===== src/rtl/int_to_fp16.sv =====
// rtl/int_to_fp16.sv - 3-stage elastic 16-bit integer to IEEE-754 half-precision converter
//
// Purpose: produces FP16 operands from integer samples. Rounds to nearest, ties to even.
//   S1 registers sign and magnitude, S2 normalises (leading-one detect + left shift),
//   S3 rounds and packs into the output register.
//
// Parameters:
//   SIGNED_IN    1 = in_data is two's complement, 0 = in_data is unsigned
// Ports:
//   clk          clock, rising edge
//   rst          synchronous active-high reset
//   in_valid     in_data is valid
//   in_ready     converter accepts in_data this cycle
//   in_data      integer operand [15:0]
//   out_valid    out_data is valid
//   out_ready    downstream accepts out_data
//   out_data     FP16 result {sign, exp[4:0], man[9:0]}
//   out_inexact  rounding discarded nonzero bits, or the result saturated to infinity

module int_to_fp16 #(
  parameter int SIGNED_IN = 1
) (
  input  logic        clk,
  input  logic        rst,
  input  logic        in_valid,
  output logic        in_ready,
  input  logic [15:0] in_data,
  output logic        out_valid,
  input  logic        out_ready,
  output logic [15:0] out_data,
  output logic        out_inexact
);

  // Stage registers
  logic        s1_valid_q, s1_sign_q;
  logic [15:0] s1_mag_q;
  logic        s2_valid_q, s2_sign_q, s2_zero_q;
  logic [3:0]  s2_p_q;
  logic [15:0] s2_shf_q;
  logic        out_valid_q, out_inexact_q;
  logic [15:0] out_data_q;

  // Next-state values
  logic        s1_sign_d;
  logic [15:0] s1_mag_d;
  logic        s2_zero_d;
  logic [3:0]  s2_p_d;
  logic [15:0] s2_shf_d;
  logic [15:0] out_data_d;
  logic        out_inexact_d;

  logic        adv;

  // The whole pipe moves together; a stall freezes every stage, bubbles included.
  assign adv      = out_ready | ~out_valid_q;
  assign in_ready = adv;

  // S1: sign/magnitude. -32768 negates to 0x8000, which still fits in 16 unsigned bits.
  always_comb begin
    s1_sign_d = (SIGNED_IN != 0) ? in_data[15] : 1'b0;
    s1_mag_d  = s1_sign_d ? (~in_data + 16'd1) : in_data;
  end

  // S2: leading-one position (highest set bit wins) and normalising shift.
  always_comb begin
    s2_p_d = 4'd0;
    for (int i = 0; i < 16; i++) begin
      if (s1_mag_q[i]) s2_p_d = 4'(i);
    end
    s2_zero_d = (s1_mag_q == 16'd0);
    s2_shf_d  = s1_mag_q << (4'd15 - s2_p_d);
  end

  // S3: round to nearest even and pack.
  logic [9:0]  man;
  logic        guard, sticky, rnd_up;
  logic [10:0] man_r;
  logic [4:0]  exp_w;

  always_comb begin
    man    = s2_shf_q[14:5];
    guard  = s2_shf_q[4];
    sticky = |s2_shf_q[3:0];
    rnd_up = guard & (sticky | man[0]);
    man_r  = {1'b0, man} + {10'd0, rnd_up};
    // A mantissa carry leaves man_r[9:0] = 0 and bumps the exponent by one.
    exp_w  = {1'b0, s2_p_q} + 5'd15 + {4'd0, man_r[10]};

    out_data_d    = {s2_sign_q, exp_w, man_r[9:0]};
    out_inexact_d = guard | sticky;
    if (s2_zero_q) begin
      out_data_d    = 16'h0000;
      out_inexact_d = 1'b0;
    end else if (exp_w == 5'd31) begin
      // Only reachable for unsigned inputs >= 65520: saturate to infinity.
      out_data_d    = {s2_sign_q, 5'h1f, 10'h000};
      out_inexact_d = 1'b1;
    end
  end

  always_ff @(posedge clk) begin
    if (rst) begin
      s1_valid_q    <= 1'b0;
      s2_valid_q    <= 1'b0;
      out_valid_q   <= 1'b0;
      out_data_q    <= 16'h0000;
      out_inexact_q <= 1'b0;
    end else if (adv) begin
      s1_valid_q    <= in_valid;
      s1_sign_q     <= s1_sign_d;
      s1_mag_q      <= s1_mag_d;
      s2_valid_q    <= s1_valid_q;
      s2_sign_q     <= s1_sign_q;
      s2_zero_q     <= s2_zero_d;
      s2_p_q        <= s2_p_d;
      s2_shf_q      <= s2_shf_d;
      out_valid_q   <= s2_valid_q;
      out_data_q    <= out_data_d;
      out_inexact_q <= out_inexact_d;
    end
  end

  assign out_valid   = out_valid_q;
  assign out_data    = out_data_q;
  assign out_inexact = out_inexact_q;

endmodule


===== config.mk =====
export PLATFORM = sky130hd
export DESIGN_NAME = int_to_fp16
export DESIGN_NICKNAME = d
export VERILOG_FILES = /design/src/rtl/int_to_fp16.sv
export SDC_FILE = /design/constraint.sdc
export NUM_CORES = 1
export LEC_CHECK = 0
export CAP_MARGIN = 20
export CORE_ASPECT_RATIO = 1.5
export CORE_MARGIN = 1.5
export CORE_UTILIZATION = 63
export CTS_BUF_LIST = sky130_fd_sc_hd__clkbuf_2 sky130_fd_sc_hd__clkbuf_4 sky130_fd_sc_hd__clkbuf_8
export DETAILED_ROUTE_END_ITERATION = 10
export MAX_ROUTING_LAYER = met4
export PLACE_DENSITY = 0.86
export SLEW_MARGIN = 30
export SYNTH_ARGS = -nofsm -noshare
export SYNTH_HDL_FRONTEND = slang
export SYNTH_SLANG_ARGS = --single-unit

===== constraint.sdc =====
create_clock -name clk -period 9.6 [get_ports clk]
set_clock_uncertainty 0.1 [all_clocks]
set_input_delay 2.4 -clock clk [delete_from_list [all_inputs] [get_ports clk]]
set_output_delay 2.4 -clock clk [all_outputs]
set_load 0.02 [all_outputs]

# Yosys cells after proc, flatten, opt, wreduce, memory -nomap -nowiden
# Index checks and enable logic that the tools add are counted.
dict set report classes {
  bitwise 7
  mux 20
  n_shift 1
  eq_ne 1
  n_addsub 5
  n_reduce_logical 3
}
# cell count
set op_table {}
lappend op_table {{two-way mux 4 bit} 14}
lappend op_table {{two-way mux 15 bit} 2}
lappend op_table {{adder 16 x 1 -> 16 bit, second input constant} 1}
lappend op_table {{logical NOT 16 bit} 1}
lappend op_table {{two-way mux 16 bit} 1}
lappend op_table {{inverter 16 bit} 1}
lappend op_table {{left shift 16 x 4 -> 15 bit} 1}
lappend op_table {{adder 10 x 1 -> 11 bit} 1}
lappend op_table {{adder 4 x 4 -> 5 bit, second input constant} 1}
lappend op_table {{adder 5 x 1 -> 5 bit} 1}
lappend op_table {{equality test 5 bit, second input constant} 1}
lappend op_table {{OR reduction 4 bit} 1}
lappend op_table {{subtractor 4 bit, first input constant} 1}
lappend op_table {{two-way mux 1 bit} 3}
lappend op_table {{OR 1 bit} 3}
lappend op_table {{inverter 1 bit} 2}
lappend op_table {{AND reduction 2 bit} 1}
lappend op_table {{AND 1 bit} 1}
dict set report totals {
  wordCells 49
  reg_bits 58
  out_inout_bits 19
}

# Longest topological paths before layout
dict set report logic_depth {
  depth_word 17
  mapped_depth 14
  mapped_depth_nobuf 14
}

# Worst setup path before layout
# OpenSTA, ideal clock, no wires.
dict set report synth_timing {
  path_kind {input to output}
  startpoint {input out_ready}
  endpoint {output in_ready}
  n_path_buf 1
  setup_slack_ps 4184
  cell_stages 3
  arrival_ps 2916
  cell_sequence {nor2b_1 > clkbuf_1 > inv_1}
}
dict set report synth_between {
  elab_chain_cells 1
}
# item line
set synth_lines {}
lappend synth_lines {{start: declaration} 29} ;# input logic out_ready,
lappend synth_lines {{OR 1 bit} 55} ;# assign adv = out_ready | ~out_valid_q;
lappend synth_lines {{end: declaration} 26} ;# output logic in_ready,
# No other way between the ends.

# Worst setup path in the final report
# Ends and elaborated chain as after synthesis.

==> flow_summary.yaml <==
sta:
  drv_slew: 0
  slew_headroom_pct: 51.42
  fmax_ghz: 0.1562
  rsz0062_at_grt: "false"
  setup_tns_ns: 0
  finalCritPeriodShare_pct: 66.70
  setup_viol: 0
  hold_viol: 0
  worstMarginPinSlew_ns: 0.7264
  fin_crit_ns: 6.404
synthesis:
  synth_common_cells: "nor2_1 (43), edfxtp_1 (38), nand2_1 (23)"
  synth_ff_type: "edfxtp_1"
  ys_seq_area_share_pct: 46.16
  synth.net_count: 363
  yosysUniqueCellTypes: 69
  synth_cells: 339
  ys_ff_latch: 58
  yosysWarnings: 0
  synth.avg_cell_area_um2: 9.851
  async_reset_ff_share_pct: 0
  synth-edff-count: 38
  yosysMostFrequentCell: "nor2_1"
  synth_area_leaders: "edfxtp_1 (34%), dfxtp_1 (12%), nor2_1 (4.8%)"
  syn-cell-area_mm2: 0.003339
  synth_top_area_share_pct: 34.17
  yosys.area.top_type: "edfxtp_1"
die:
  start_util_pct: 65.16
  die_x_um: 62.45
  dieArea_mm2: 0.005756
  die_y_um: 92.17
  core_area_mm2: 0.005125
  rows: 32
  io_pins: 39
setup_path:
  rrSetupSlack_ns: 6.27
  crit_path_end_kind: "output pin"
  critPathRequiredTime_ns: 7.10
  crit_fanout: 26
  worstSetupStartpointType: "input pin"
  rr_worst_depth: 13
  cp_slowest_stage_delay_ns: 0.55
  critical_path_class: "in2out"
  crit_path_cell_trace: "clkdlybuf4s50_1 -> nor2b_1 -> buf_4 -> inv_1 -> clkdlybuf4s50_1"
  cp.arrival_ns: 3.90
  crit_path_frequent_cell: "clkdlybuf4s50_1"
  slowest_stage: "clkdlybuf4s50_1"
routing:
  via_per_inst: 6.300
  first_iter_violations: 163
  first_pass_iters: 4
  ant_nets: 0
  wire_per_inst_um: 17.70
  drt_wl_total_mm: 7.965
  vias: 2835
  drc_errors: 0
clock_network:
  cts_hold_buf: 0
  cts_buffers: 9
  cts.sinks: 58
  cts-resized-gates: 0
  cts_tree: "yes"
  clk_pin_slew_ns: 0.07
  clockRootBuffer: "clkbuf_8"
  clock_path_buffers: 2
  postCtsSetupBuffers: 0
  cts_max_level: 3
  clock_latency_ns: 0.34
placed_design:
  place_congestion: 0.9758
  dp_hpwl_mm: 6.091
  placed_area_mm2: 0.003762
  port_buffers: 38
run_status:
  outcome: "completed"
power_and_ir_drop:
  power_density_mw_per_mm2: 165.8
  vdd_drop_max_mv: 0.1369
  total_power_uw: 650.9
  power.leakage_nw: 1.452
final_layout:
  drive_gt1_share_pct: 10.47
  fin_util_pct: 76.61
  fillers: 367
  diodes: 0
  nets: 401
  stdcell_area_mm2: 0.003926
  syn2layout_area_growth_pct: 17.57
grt:
  grt_first_pass_wirelength_mm: 13.27
  grt_use_total_pct: 30.76
  grt_overflow_total: 0
  grt_start_max_net_pins: 39
  antenna_found_initial: 0
  grt_pass1_vias: 2874
min_path:
  min_path_cells: 0
  hold_class: "reg2reg"
run:
  cap_violations: 0
-- area by class of cell --
| type | count | area (um2) | share of cell area (%) |
|---|---|---|---|
| timing repair buffer | 41 | 402.9 | 10.26 |
| multi-input combinational | 250 | 1669 | 42.51 |
| sequential | 58 | 1541 | 39.26 |
| clock inverter | 6 | 32.53 | 0.8286 |
| tap | 68 | 85.08 | 2.167 |
| inverter | 17 | 63.81 | 1.625 |
| clock buffer | 10 | 131.4 | 3.346 |
-- layer usage --
layer,wire [um],global-route usage [%]
met3,334,6.380
met5,0,-
met4,516,22.96
met2,4413,56.00
met1,2701,27.45
-- worst max-delay path: cells and delay by family --
kind / cells / cell delay, ns
buffers and inverters: 4 / 1.38
and+or+nand+nor: 1 / 0.12
-- where the power goes --
group	leakage [nW]	switching [mW]	total [mW]	internal, mW
registers	0.532	0.0220	0.316	0.294
clock network	0.0939	0.0994	0.194	0.0948
logic	0.826	0.0786	0.141	0.0624
total	1.45	0.200	0.651	0.451
-- layout by cell type, fill, tap and decap left out, types with 3 or more instances in the layout --
| master | count |
|---|---|
| nor3_1 | 10 |
| nand2b_1 | 4 |
| nand3_1 | 14 |
| nor2_1 | 42 |
| a21oi_1 | 13 |
| a21o_1 | 3 |
| a211oi_1 | 3 |
| mux2i_1 | 5 |
| or4_1 | 3 |
| nor4_1 | 4 |
| clkdlybuf4s50_1 | 38 |
| clkinv_2 | 4 |
| buf_4 | 3 |
| inv_1 | 15 |
| xor2_1 | 7 |
| a22oi_1 | 14 |
| o31ai_1 | 5 |
| clkbuf_8 | 9 |
| o22ai_1 | 3 |
| a31oi_1 | 3 |
| dfxtp_1 | 20 |
| o21ai_0 | 14 |
| o21a_1 | 4 |
| ha_1 | 4 |
| edfxtp_1 | 38 |
| nand2_1 | 23 |
| o211a_1 | 3 |
| xnor2_1 | 16 |
-- cell families (layout without fill, tap and decap cells) --
family                     Yosys count  in the layout  synth area share, %
and+or+nand+nor                    121            121                18.43
xor gates and xnor gates            23             23                6.032
AOI/OAI and AO/OA                   93             93                20.61
adders and majority gates            4              4                1.499
DFF                                 58             58                46.16
buffers and inverters               31             74                3.934
muxes                                9              9                3.335
-- metrics by stage --
step                std cells  hold slack, ns  setup WS (ns)
CTS                       450          0.3255          3.201
detailed placement        434          0.3099          3.201
global route              450          0.3286          3.131
finish                    450          0.3218          3.196
global placement          434          0.3038          3.244
floorplan                 339          0.3003          4.184
-- state kept, by name, summed over array words and instances, names as in the netlist --
name,count
s2_valid_q,1
s2_shf_q,15
s2_sign_q,1
s1_sign_q,1
s2_p_q,4
out_inexact,1
s1_mag_q,16
s2_zero_q,1
s1_valid_q,1
out_data,16
out_valid,1
-- final timing paths --
path | from | to
setup / recovery | out_ready | in_ready
hold reg to reg | s1_sign_q$_DFFE_PP_ | s2_sign_q$_DFFE_PP_
hold / removal | s1_sign_q$_DFFE_PP_ | s2_sign_q$_DFFE_PP_
setup reg to reg | s2_shf_q[4]$_SDFFCE_PP0P_ | out_data[3]$_SDFFE_PP0N_
No activity file was read; power rests on OpenSTA's default activity.
